## config.mk

```make
export PLATFORM = sky130hd
export DESIGN_NAME = p1_pool_engine
export DESIGN_NICKNAME = d
export VERILOG_FILES = /design/src/rtl/p1_pkg.sv /design/src/rtl/p1_pool_addr_gen.sv /design/src/rtl/p1_pool_engine.sv
export SDC_FILE = /design/constraint.sdc
export NUM_CORES = 1
export LEC_CHECK = 0
export BUFFER_PORTS_ARGS = -buffer_cell sky130_fd_sc_hd__buf_2
export CORE_UTILIZATION = 61
export DETAILED_ROUTE_END_ITERATION = 8
export GPL_ROUTABILITY_DRIVEN = 0
export PLACE_DENSITY = 0.88
export SETUP_SLACK_MARGIN = 0.3
export SYNTH_ARGS = -nofsm -noshare
export SYNTH_HDL_FRONTEND = slang
export SYNTH_SLANG_ARGS = --single-unit
```

## constraint.sdc

```tcl
create_clock -name clk -period 7.8 [get_ports clk]
set_input_delay 0 -clock clk [delete_from_list [all_inputs] [get_ports clk]]
set_output_delay 0 -clock clk [all_outputs]
set_load 0.03 [all_outputs]
```

## src/rtl/p1_pkg.sv

```systemverilog
// Shared constants and FSM encoding for the layer-1 2x2 max-pooling engine.
package p1_pkg;

    localparam int DATA_W  = 16;
    localparam int IN_DIM  = 24;
    localparam int OUT_DIM = IN_DIM / 2;
    localparam int IN_AW   = 10;
    localparam int OUT_AW  = 8;
    localparam int N_WIN   = OUT_DIM * OUT_DIM;

    typedef enum logic [2:0] {
        IDLE = 3'd0,
        RD0  = 3'd1,
        RD1  = 3'd2,
        RD2  = 3'd3,
        RD3  = 3'd4,
        FIN  = 3'd5,
        DONE = 3'd6
    } state_t;

endpackage

```

## src/rtl/p1_pool_addr_gen.sv

```systemverilog
// Window counters (pr, pc) and C1 read address / P1 write index generation.
// Addresses are pure decode of the counter registers and the offset select.
module p1_pool_addr_gen
    import p1_pkg::*;
#(
    parameter int IN_DIM = p1_pkg::IN_DIM,
    parameter int IN_AW  = p1_pkg::IN_AW,
    parameter int OUT_AW = p1_pkg::OUT_AW
) (
    input  logic              clk,
    input  logic              reset,
    input  logic              clear,
    input  logic              advance,
    input  logic [1:0]        sel,
    output logic [IN_AW-1:0]  rd_addr,
    output logic [OUT_AW-1:0] k,
    output logic              last
);

    localparam int OD = IN_DIM / 2;
    localparam int CW = $clog2(OD);

    logic [CW-1:0] pr;
    logic [CW-1:0] pc;
    int            base;
    int            offset;

    always_ff @(posedge clk or posedge reset) begin
        if (reset) begin
            pr <= '0;
            pc <= '0;
        end else if (clear) begin
            pr <= '0;
            pc <= '0;
        end else if (advance) begin
            if (pc == CW'(OD - 1)) begin
                pc <= '0;
                // Wrapping after the last window leaves the counters ready for a rerun.
                pr <= (pr == CW'(OD - 1)) ? '0 : pr + 1'b1;
            end else begin
                pc <= pc + 1'b1;
            end
        end
    end

    always_comb begin
        offset = 0;
        case (sel)
            2'd0: offset = 0;
            2'd1: offset = 1;
            2'd2: offset = IN_DIM;
            2'd3: offset = IN_DIM + 1;
            default: offset = 0;
        endcase
    end

    assign base    = 2 * IN_DIM * int'(pr) + 2 * int'(pc);
    assign rd_addr = IN_AW'(base + offset);
    assign k       = OUT_AW'(OD * int'(pr) + int'(pc));
    assign last    = (pr == CW'(OD - 1)) && (pc == CW'(OD - 1));

endmodule

```

## src/rtl/p1_pool_engine.sv

```systemverilog
// 2x2 stride-2 max pool of the C1 map into P1: 5 cycles per window, one write each.
// Define P1_RELU_EN to clamp negative pooled values to zero before the write.
module p1_pool_engine
    import p1_pkg::*;
#(
    parameter int DATA_W = p1_pkg::DATA_W,
    parameter int IN_DIM = p1_pkg::IN_DIM,
    parameter int IN_AW  = p1_pkg::IN_AW,
    parameter int OUT_AW = p1_pkg::OUT_AW
) (
    input  logic              clk,
    input  logic              reset,
    input  logic              start,
    output logic              rd_en,
    output logic [IN_AW-1:0]  rd_addr,
    input  logic [DATA_W-1:0] rd_data,
    output logic              wr_en,
    output logic [OUT_AW-1:0] wr_addr,
    output logic [DATA_W-1:0] wr_data,
    output logic              busy,
    output logic              done
);

    state_t state;
    state_t state_next;

    logic               accept;
    logic               advance;
    logic [1:0]         sel;
    logic [IN_AW-1:0]   addr_raw;
    logic [OUT_AW-1:0]  k;
    logic               last;

    logic signed [DATA_W-1:0] d;
    logic signed [DATA_W-1:0] max_r;
    logic signed [DATA_W-1:0] result;
    logic signed [DATA_W-1:0] wval;

    assign accept = start && ((state == IDLE) || (state == DONE));

    p1_pool_addr_gen #(
        .IN_DIM (IN_DIM),
        .IN_AW  (IN_AW),
        .OUT_AW (OUT_AW)
    ) u_addr_gen (
        .clk     (clk),
        .reset   (reset),
        .clear   (accept),
        .advance (advance),
        .sel     (sel),
        .rd_addr (addr_raw),
        .k       (k),
        .last    (last)
    );

    always_ff @(posedge clk or posedge reset) begin
        if (reset) state <= IDLE;
        else       state <= state_next;
    end

    always_comb begin
        state_next = state;
        case (state)
            IDLE, DONE: if (start) state_next = RD0;
            RD0:        state_next = RD1;
            RD1:        state_next = RD2;
            RD2:        state_next = RD3;
            RD3:        state_next = FIN;
            FIN:        state_next = last ? DONE : RD0;
            default:    state_next = IDLE;
        endcase
    end

    always_comb begin
        rd_en   = 1'b0;
        sel     = 2'd0;
        advance = 1'b0;
        case (state)
            RD0: begin rd_en = 1'b1; sel = 2'd0; end
            RD1: begin rd_en = 1'b1; sel = 2'd1; end
            RD2: begin rd_en = 1'b1; sel = 2'd2; end
            RD3: begin rd_en = 1'b1; sel = 2'd3; end
            FIN: advance = 1'b1;
            default: ;
        endcase
        // The final write cycle lands while the FSM already sits in DONE.
        busy = ((state != IDLE) && (state != DONE)) || wr_en;
    end

    assign rd_addr = rd_en ? addr_raw : '0;

    // Data for the read issued in state RDn arrives in the following state.
    assign d      = rd_data;
    assign result = (d > max_r) ? d : max_r;

`ifdef P1_RELU_EN
    assign wval = result[DATA_W-1] ? '0 : result;
`else
    assign wval = result;
`endif

    always_ff @(posedge clk or posedge reset) begin
        if (reset) begin
            max_r <= '0;
        end else begin
            case (state)
                RD1:      max_r <= d;
                RD2, RD3: max_r <= result;
                default:  max_r <= max_r;
            endcase
        end
    end

    always_ff @(posedge clk or posedge reset) begin
        if (reset) begin
            wr_en   <= 1'b0;
            wr_addr <= '0;
            wr_data <= '0;
            done    <= 1'b0;
        end else begin
            wr_en <= (state == FIN);
            if (state == FIN) begin
                wr_addr <= k;
                wr_data <= wval;
            end
            done <= (state == DONE) && !start;
        end
    end

endmodule

```

==> impl_results.rst <==
.. list-table::
   :header-rows: 1

   * - Metric
     - Value
   * - Status
     - complete, no violations
   * - Top cells by area in the synthesized netlist
     - dfrtp_1 41%, ha_1 11%, nand2_1 6.8%
   * - Overflow left after global routing
     - 0
   * - Portion of the post-synthesis area used by sequential elements
     - 40.8%
   * - Syn Inst Count
     - about 330
   * - Violation count after the first detailed-route iteration
     - roughly 160
   * - Worst path required time
     - 8.00 ns
   * - Clk slew on worst S/H paths
     - 0.10 ns
   * - Minimum clock period after layout
     - roughly 3.3 ns
   * - Detailed-router iteration count before antenna repair
     - 4
   * - Cell area after synthesis
     - approximately 3300 sq um
   * - DR WL/cell
     - about 15 um
   * - Portion of synthesized cell area occupied by the leading cell type
     - roughly 40%
   * - Detailed placer's ending HPWL
     - roughly 4.8 mm
   * - Post CTS Setup Buffer Count
     - 0
   * - Initial antenna violation count
     - 0
   * - Share of async-settable or async-resettable flops after synthesis
     - 100%
   * - Boundary Pins
     - 57
   * - Total power divided by cell area
     - between 300 and 400 nW/um^2
   * - Synthesized area divided by synthesized cell count
     - roughly 9.8 sq um
   * - Predominant post-synthesis flop cell
     - dfrtp_1
   * - Insertion delay to the later sink of the worst-skew pair
     - 0.32 ns
   * - Diodes inserted
     - 0
   * - Max capacitance violation total
     - 0
   * - Most frequent cell after synthesis
     - nand2_1
   * - Depth of the worst register-to-register path
     - 9
   * - Number of buffers created by CTS
     - 5
   * - Reg-to-reg endpoint
     - max_r[12]$_DFFE_PP0N_
   * - Final period util
     - 41.9%
   * - Clock tree skew after final layout
     - 0.0124 ns
   * - Class of the worst hold path
     - in -> async
   * - Worst-case setup margin in the final layout
     - around 4.5 ns
   * - Effective utilization at floorplan
     - about 64%
   * - Number of placement rows
     - 26
   * - Die area
     - roughly 5600 sq um
   * - Post-Synthesis Net Count
     - between 300 and 400
   * - Cell types with the highest counts after synthesis
     - 59 x nand2_1, 53 x dfrtp_1, 28 x ha_1
   * - Flip-flop and latch count after synthesis
     - 53
   * - PortBufs
     - 56
   * - Headroom to the max-slew limit
     - roughly a third
   * - Final number of max-transition violations
     - 0
   * - First-pass GRT wire length
     - 11.1 mm
   * - Clk Tree Root Cell
     - clkbuf_8
   * - Die outline height
     - 75.0 um
   * - Register-to-register setup slack
     - about 4.5 ns
   * - Cell variety after synth
     - between 40 and 50
   * - Source of the worst register-to-register timing path
     - max_r[5]$_DFFE_PP0N_
   * - Final-report setup violation count
     - 0
   * - Clk sink count
     - between 50 and 60
   * - Crit path capture
     - max_r[12]$_DFFE_PP0N_
   * - Setup TNS after final layout
     - 0 ns
   * - Crit path launch
     - max_r[5]$_DFFE_PP0N_
   * - Sort of element at the start of the critical path
     - register
   * - Maximum fanout count along the critical path
     - 16
   * - Number of nets still failing antenna checks after routing
     - 0
   * - Layout overhead on the synthesized area
     - 19.2%
   * - Class of the most critical setup path
     - reg -> reg
   * - Worst-case clock buffer depth
     - 2
   * - H-tree levels
     - 2
   * - Nets
     - around 450
   * - Maximum number of pins on one net before global-route repair
     - between 50 and 60
   * - Highest clock rate
     - between 300 and 400 MHz
   * - Fraction of layout instances using a drive strength above 1
     - about 22%
   * - # DRC
     - 0
   * - Peak supply drop
     - about 0.24 mV
   * - Vias
     - between 2000 and 3000
   * - Post-DR vias/cell
     - between 5 and 6
   * - Chip Width
     - between 70 and 80 um
   * - Unrepaired setup endpoints after global routing
     - false
   * - Core area
     - 5110 sq um
   * - Vias in the first global route
     - roughly 2600
   * - GR Util All Layers
     - roughly a quarter
   * - Post-placement worst setup slack
     - about 4.6 ns
   * - Hold violation total from the final report
     - 0
   * - Static leakage power
     - 0.00205 uW
   * - Worst-Margin Slew
     - about 0.99 ns
   * - Endpoint kind of the worst setup timing path
     - register
   * - Post-Route WL
     - around 6.9 mm
   * - Number of enable flip-flop cells after synthesis
     - 0
   * - Largest area contributor in the synthesized netlist
     - dfrtp_1
   * - Yosys Warn Count
     - 0
   * - Critical path data arrival time
     - about 3.5 ns
   * - Clock tree from TritonCTS
     - yes
-- worst min path at each step --
| stage | start | endpoint | slack [ns] |
|---|---|---|---|
| 4_1_cts | reset | wr_addr[5]$_DFFE_PP0P_ | 0.43 |
| 6_report | reset | u_addr_gen.pr[3]$_DFFE_PP0P_ | 0.38 |
| 2_1_floorplan | start | done$_DFF_PP0_ | 0.1 |
| 3_5_place_dp | reset | u_addr_gen.pr[3]$_DFFE_PP0P_ | 0.22 |
| 5_1_grt | start | done$_DFF_PP0_ | 0.45 |
| 3_3_place_gp | reset | u_addr_gen.pr[3]$_DFFE_PP0P_ | 0.22 |
-- worst max-delay path: stages (launching register included) --
cell,delay [ns]
dfrtp_1,0.38
inv_1,0.05
ha_1,0.28
a211oi_1,0.24
o211ai_1,0.17
a2111oi_0,0.60
and3_4,0.33
o31ai_2,0.08
a21oi_4,0.60
mux2_2,0.41
-- layer usage --
metal / vias up / track usage (%) / part of all wire, %
li1: 1262 / - / -
met2: 58 / 50.4 / 55
met1: 1266 / 29.0 / 41
met4: 0 / 11.3 / 1.5
met5: - / 0 / 0
met3: 13 / 4.15 / 2.9
-- per-stage QoR --
step           instance area (sq um)  instances  util [%]  power, uW  hold WS [ns]
2_1_floorplan                   3250        333         -       1100        0.0957
3_3_place_gp                    3580        449      70.1       1240         0.219
3_5_place_dp                    3580        449      70.1       1280         0.224
4_1_cts                         3870        475      75.9       1490         0.428
5_1_grt                         3870        475      75.9       1580         0.452
6_report                        3870        475      75.9       1490         0.378
-- power by group --
part	internal (uW)	total [uW]	switching (uW)
sequential	391	485	94.0
combinational	321	804	482
clock	105	197	92.4
total	817	1490	669
-- cells in the final DEF, fill, tap and decap left out, types with 3 or more instances in the layout --
cell	netlist	layout
nand3_1	3	3
o21ai_0	16	16
buf_2	0	56
dfrtp_1	53	53
xor2_1	6	6
mux2_2	3	3
mux2i_1	16	16
nand2_1	59	59
nor2_1	22	22
clkbuf_8	0	6
xnor2_1	8	8
nor2b_1	4	4
o21ai_1	10	10
fa_1	3	3
ha_1	28	28
nand4_1	3	3
and2_1	6	6
mux2_1	4	4
buf_4	0	3
inv_1	22	21
dlygate4sd3_1	0	18
a21oi_1	14	14
a21o_1	4	4
mux2_4	10	10
-- sequential cells by signal, indices dropped and copies added, names as in the netlist --
register	cells
u_addr_gen.pc	4
u_addr_gen.pr	4
wr_addr	8
max_r	16
wr_en	1
state	3
wr_data	16
done	1
-- cell type report --
type	instances	area [sq um]
clock buffers	7	86.3
clock inverters	1	30.0
fillers	381	1230
inverters	23	86.3
multi-input cells	244	1780
flip-flops and latches	53	1330
well taps	70	87.6
repair buffers	77	483
-- cell families after synthesis --
logic type | share of synthesized area [%]
AOI/OAI and AO/OA | 10.4
and+or+nand+nor | 15.9
xor gates and xnor gates | 3.77
buffers and inverters | 4.62
adders and majority gates | 12.6
muxes | 12.0
DFF | 40.8
-- what timing repair did --
item	4_1_cts	5_1_grt
gates resized for setup	0	0
endpoints found under the hold margin	71	0
hold buffers	18	0
No activity file was read; power rests on OpenSTA's default activity.
